$ cat src/rtl/fifo_wr_arbiter.sv
// Write-side controller for the dual-clock FIFO: round-robin write-port arbiter, write pointers
// and registered full flag. Define FIFO_ARB_BURST_EN to lock the winner for up to BURST_LEN words.
module fifo_wr_arbiter #(
  parameter int unsigned DATA_WIDTH = 8,
  parameter int unsigned ADDR_WIDTH = 3,
  parameter int unsigned NUM_REQ    = 4,
  parameter int unsigned IDX_W      = 2,
  parameter int unsigned BURST_LEN  = 4
) (
  input  logic                          clk_A,
  input  logic                          rst_A,
  input  logic [NUM_REQ-1:0]            req,
  input  logic [NUM_REQ*DATA_WIDTH-1:0] req_data,
  output logic [NUM_REQ-1:0]            grant,
  output logic                          wr_en,
  output logic [DATA_WIDTH-1:0]         wr_data,
  output logic                          full,
  output logic [ADDR_WIDTH:0]           wr_ptr_gray,
  input  logic [ADDR_WIDTH:0]           rd_ptr_gray
);

  localparam int unsigned PW = ADDR_WIDTH + 1;

  if (NUM_REQ < 2 || NUM_REQ > 16 || IDX_W != $clog2(NUM_REQ) || ADDR_WIDTH < 2 ||
      BURST_LEN < 1 || BURST_LEN > 16) begin : g_param_check
    $error("fifo_wr_arbiter: illegal parameter combination");
  end

  logic [PW-1:0]    wbin_q, wbin_next, gray_next, full_cmp;
  logic [PW-1:0]    wr_ptr_gray_q, rq1_q, rq2_q;
  logic             full_q;
  logic [IDX_W-1:0] rr_ptr_q, rr_ptr_d, base_idx, win_idx, gnt_idx;
  logic             win_found, gnt_valid;

`ifdef FIFO_ARB_BURST_EN
  localparam int unsigned CNT_W = $clog2(BURST_LEN + 1);

  logic             lock_q, lock_d;
  logic [IDX_W-1:0] owner_q, owner_d;
  logic [CNT_W-1:0] burst_cnt_q, burst_cnt_d;

  // While locked the rotation continues from the owner once the lock is dropped.
  assign base_idx = lock_q ? owner_q : rr_ptr_q;
`else
  assign base_idx = rr_ptr_q;
`endif

  // First set request after base_idx, wrapping modulo NUM_REQ.
  always_comb begin
    logic [IDX_W-1:0] cand;
    cand      = '0;
    win_found = 1'b0;
    win_idx   = '0;
    for (int unsigned i = 1; i <= NUM_REQ; i++) begin
      cand = IDX_W'((32'(base_idx) + i) % NUM_REQ);
      if (!win_found && req[cand]) begin
        win_found = 1'b1;
        win_idx   = cand;
      end
    end
  end

`ifdef FIFO_ARB_BURST_EN
  always_comb begin
    gnt_valid   = 1'b0;
    gnt_idx     = '0;
    rr_ptr_d    = rr_ptr_q;
    lock_d      = lock_q;
    owner_d     = owner_q;
    burst_cnt_d = burst_cnt_q;
    if (rst_A) begin
      lock_d = 1'b0;
    end else if (full_q) begin
      if (lock_q) begin
        lock_d      = 1'b0;
        rr_ptr_d    = owner_q;
        burst_cnt_d = '0;
      end
    end else if (lock_q && req[owner_q]) begin
      gnt_valid   = 1'b1;
      gnt_idx     = owner_q;
      burst_cnt_d = burst_cnt_q + CNT_W'(1);
      if (burst_cnt_d == CNT_W'(BURST_LEN)) begin
        lock_d      = 1'b0;
        rr_ptr_d    = owner_q;
        burst_cnt_d = '0;
      end
    end else begin
      // Owner dropped its request: release and re-arbitrate in the same cycle.
      if (lock_q) begin
        lock_d      = 1'b0;
        rr_ptr_d    = owner_q;
        burst_cnt_d = '0;
      end
      if (win_found) begin
        gnt_valid = 1'b1;
        gnt_idx   = win_idx;
        if (BURST_LEN == 1) begin
          rr_ptr_d = win_idx;
        end else begin
          lock_d      = 1'b1;
          owner_d     = win_idx;
          burst_cnt_d = CNT_W'(1);
        end
      end
    end
  end

  always_ff @(posedge clk_A or posedge rst_A) begin
    if (rst_A) begin
      lock_q      <= 1'b0;
      owner_q     <= '0;
      burst_cnt_q <= '0;
    end else begin
      lock_q      <= lock_d;
      owner_q     <= owner_d;
      burst_cnt_q <= burst_cnt_d;
    end
  end
`else
  always_comb begin
    gnt_valid = 1'b0;
    gnt_idx   = '0;
    rr_ptr_d  = rr_ptr_q;
    if (!rst_A && !full_q && win_found) begin
      gnt_valid = 1'b1;
      gnt_idx   = win_idx;
      rr_ptr_d  = win_idx;
    end
  end
`endif

  assign grant   = gnt_valid ? ({{(NUM_REQ-1){1'b0}}, 1'b1} << gnt_idx) : '0;
  assign wr_en   = gnt_valid;
  assign wr_data = gnt_valid ? req_data[gnt_idx*DATA_WIDTH +: DATA_WIDTH] : '0;

  assign wbin_next = wbin_q + PW'(wr_en);
  assign gray_next = wbin_next ^ (wbin_next >> 1);
  // Full when the write pointer is one lap ahead of the synchronised read pointer.
  assign full_cmp  = {~rq2_q[PW-1:PW-2], rq2_q[PW-3:0]};

  always_ff @(posedge clk_A or posedge rst_A) begin
    if (rst_A) begin
      rq1_q         <= '0;
      rq2_q         <= '0;
      wbin_q        <= '0;
      wr_ptr_gray_q <= '0;
      full_q        <= 1'b0;
      rr_ptr_q      <= IDX_W'(NUM_REQ - 1);
    end else begin
      rq1_q         <= rd_ptr_gray;
      rq2_q         <= rq1_q;
      wbin_q        <= wbin_next;
      wr_ptr_gray_q <= gray_next;
      full_q        <= (gray_next == full_cmp);
      rr_ptr_q      <= rr_ptr_d;
    end
  end

  assign full        = full_q;
  assign wr_ptr_gray = wr_ptr_gray_q;

endmodule

$ cat config.mk
export PLATFORM = sky130hd
export DESIGN_NAME = fifo_wr_arbiter
export DESIGN_NICKNAME = d
export VERILOG_FILES = /design/src/rtl/fifo_wr_arbiter.sv
export SDC_FILE = /design/constraint.sdc
export NUM_CORES = 1
export LEC_CHECK = 0
export ABC_AREA = 1
export BUFFER_PORTS_ARGS = -buffer_cell sky130_fd_sc_hd__buf_2
export CAP_MARGIN = 10
export CORE_UTILIZATION = 41
export CTS_CLUSTER_DIAMETER = 100
export DETAILED_ROUTE_END_ITERATION = 16
export PLACE_DENSITY = 0.75
export RECOVER_POWER = 25
export SKIP_CTS_REPAIR_TIMING = 1
export SYNTH_ARGS = -nofsm -noshare
export SYNTH_HDL_FRONTEND = slang
export SYNTH_SLANG_ARGS = --single-unit
$ cat constraint.sdc
create_clock -name clk_A -period 2.7 [get_ports clk_A]
set_clock_uncertainty 0.15 [all_clocks]
set_input_delay 0.27 -clock clk_A [delete_from_list [all_inputs] [get_ports clk_A]]
set_output_delay 0.27 -clock clk_A [all_outputs]
set_load 0.05 [all_outputs]
==> impl_metrics.py <==
metrics = {
    "sta": {
        "whs_ps": 207,
        "slew_viol_final": 0,
        "tightest_slew_ps": 650,
        "rsz0062_at_grt": "true",
        "final.setup.worst_slack_ps": -263,
        "fmax_ghz": 0.337,
        "hold_viol": 0,
        "slew_headroom_pct": 56.6,
        "finalCritPeriodShare_pct": 110,
        "min_period_ps": 2960,
        "setup_viol": 11,
    },
    "synth": {
        "synth_area_um2": 1250,
        "ys_ff_latch": 18,
        "ys_warn_count": 0,
        "synth_top_area_share_pct": 32.0,
        "synth_enable_flop_cells": 0,
        "yosysTopAreaCell": "dfrtp_1",
        "synth.area.top_cells": "dfrtp_1 (32%), nand2_1 (25%), nand3_1 (8.8%), dfstp_2 (4.2%), xor2_1 (4.2%)",
        "synth_common_cells": "nand2_1 (83), nand3_1 (22), dfrtp_1 (16)",
        "ys_seq_area_share_pct": 36.2,
        "syn-num-nets": 223,
        "synth_cells": 179,
        "synthFlopType": "dfrtp_1",
        "yosysMostFrequentCell": "nand2_1",
        "synth.distinct_cells": 22,
        "synthArstFlopShare_pct": 100,
        "syn_area_per_cell_um2": 6.98,
    },
    "clocking": {
        "htree_levels": 1,
        "root_buffer": "clkbuf_4",
        "cts_tree": "yes",
        "cts_max_path_buffers": 2,
        "numCtsBuffers": 3,
        "path_clk_slew_ps": 90,
        "clkLatencyLatePin_ps": 280,
        "cts_sinks": 18,
    },
    "floorplan": {
        "core_area_um2": 2830,
        "rows": 19,
        "die_w_um": 57.2,
        "chipHeight_um": 57.2,
        "initial_core_util_pct": 44.2,
        "die-area_um2": 3270,
        "ios": 60,
    },
    "global_routing": {
        "grt_pass1_vias": 1138,
        "antenna_found_initial": 0,
        "grt.total_usage_pct": 18.0,
        "grt-ovfl-total": 0,
        "grt_max_degree": 21,
        "grt_pass1_wl_mm": 4.61,
    },
    "placed_design": {
        "placed_cell_area_um2": 1620,
        "port_buffers": 59,
        "globalplace.congestion": 0.823,
        "hpwl_mm": 2.22,
    },
    "critical_path": {
        "cpMostUsedCell": "nand2_2",
        "cp_cell_sequence": "clkinv_4 -> nand2_2 -> nand2_2 -> nand2_2 -> nand2_2 -> nor2_4 -> nand3_2 -> nand2_4 -> inv_4 -> buf_8 -> nand3_4 -> buf_4 -> nand2_1 -> a21oi_1 -> buf_4",
        "slowest_delay_ps": 600,
        "path_max_fanout": 8,
        "cp_slowest_cell": "dfstp_2",
        "arrival_ps": 2540,
        "critPathKind": "reg2out",
        "startpoint_type": "register",
        "worst-path-buf-inv": 5,
        "cp_top_family": "simple AND/OR/NAND/NOR gates",
        "cp-end-kind": "primary output",
        "worstPathRequired_ps": 2280,
    },
    "final_layout": {
        "layout.nets": 301,
        "fillers": 240,
        "n_antenna_cell": 0,
        "drive_gt1_share_pct": 50.0,
        "multi_input_area_um2": 848,
        "ff_latch_area_um2": 453,
        "syn2layout_area_growth_pct": 61.6,
        "final_area_um2": 2020,
    },
    "routing": {
        "drc": 2,
        "num_vias": 1393,
        "drt-initial-drc-count": 65,
        "vias_per_cell": 4.85,
        "dr.pass1.iters": 12,
        "drt-total-wl_mm": 3.40,
        "wl_per_cell_um": 11.9,
        "dr_wl_met3_um": 152,
        "m1WireLength_mm": 1.37,
        "wl_met2_mm": 1.82,
        "routed.top_layer": "met4",
        "postRouteAntennaNets": 0,
    },
    "status": {
        "violations": "DRC, setup timing",
        "outcome": "finished, violations left",
    },
    "min_path": {
        "hold_path_class": "reg2reg",
    },
    "flow_run": {
        "drv_cap": 0,
    },
}
-- layout by cell type, fill, tap and decap left out, types with 4 or more instances in the layout --
cell and instances:
xor2_1 4, buf_4 14, nand2_1 61, dfrtp_1 16, inv_2 4, buf_2 45
nand3_1 21, inv_1 5, a21oi_1 4, nand2_2 24, buf_6 10, a21oi_2 4
dlygate4sd3_1 5
-- flip-flops by register name, summed over array words and instances (netlist names) --
name         cells
wbin_q           4
rq2_q            4
base_idx         2
rq1_q            4
wr_ptr_gray      3
full             1
-- through the flow --
step	util (%)	setup WS, ps	setup TNS (ps)	cells
final	71.4	-263	-1670	287
after detailed placement	57.2	-71.0	-71.0	271
after floorplan	-	-116	-955	179
after global placement	57.2	37.8	0	271
after CTS	58.5	-265	-2400	275
after global routing	71.4	-393	-3830	287
-- cell type report --
cell class,instances,share of cell area (%)
multi-input cells,142,42.0
repair buffers,80,29.1
flip-flops and latches,18,22.4
inverters,12,2.79
well taps,31,1.92
clock buffers,4,1.80
-- routing by layer --
layer  vias to the layer above  track usage [%]
met2                        45             31.6
met3                         6             4.31
met5                         -                0
li1                        718                -
met1                       624             22.0
met4                         0             5.23
-- cells by family (layout without fill, tap and decap cells) --
logic type                 count (synthesis)  count (layout)  share of synthesized area [%]
and+or+nand+nor                          118             119                           41.6
buffers and inverters                     20              96                           9.01
DFF                                       18              18                           36.2
AOI/OAI and AO/OA                         12              12                           4.80
xor gates and xnor gates                   9               9                           6.31
adders and majority gates                  2               2                           2.00
-- worst paths after layout --
| check | to | depth (start not counted) | start | slack [ps] |
|---|---|---|---|---|
| max reg2reg | full$_DFF_PP0_ | 15 | base_idx[0]$_DFFE_PP1P_ | -170 |
| min reg2reg | rq2_q[3]$_DFF_PP0_ | 0 | rq1_q[3]$_DFF_PP0_ | 210 |
| min in group asynchronous | full$_DFF_PP0_ | 3 | rst_A | 470 |
| max in group asynchronous | wbin_q[1]$_DFF_PP0_ | 3 | rst_A | 1520 |
| min | rq2_q[3]$_DFF_PP0_ | 0 | rq1_q[3]$_DFF_PP0_ | 210 |
| max | wr_data[7] | 15 | base_idx[0]$_DFFE_PP1P_ | -260 |
Power is not shown: default switching activity piles up to over one toggle a cycle in this logic, so the estimate is an artifact.
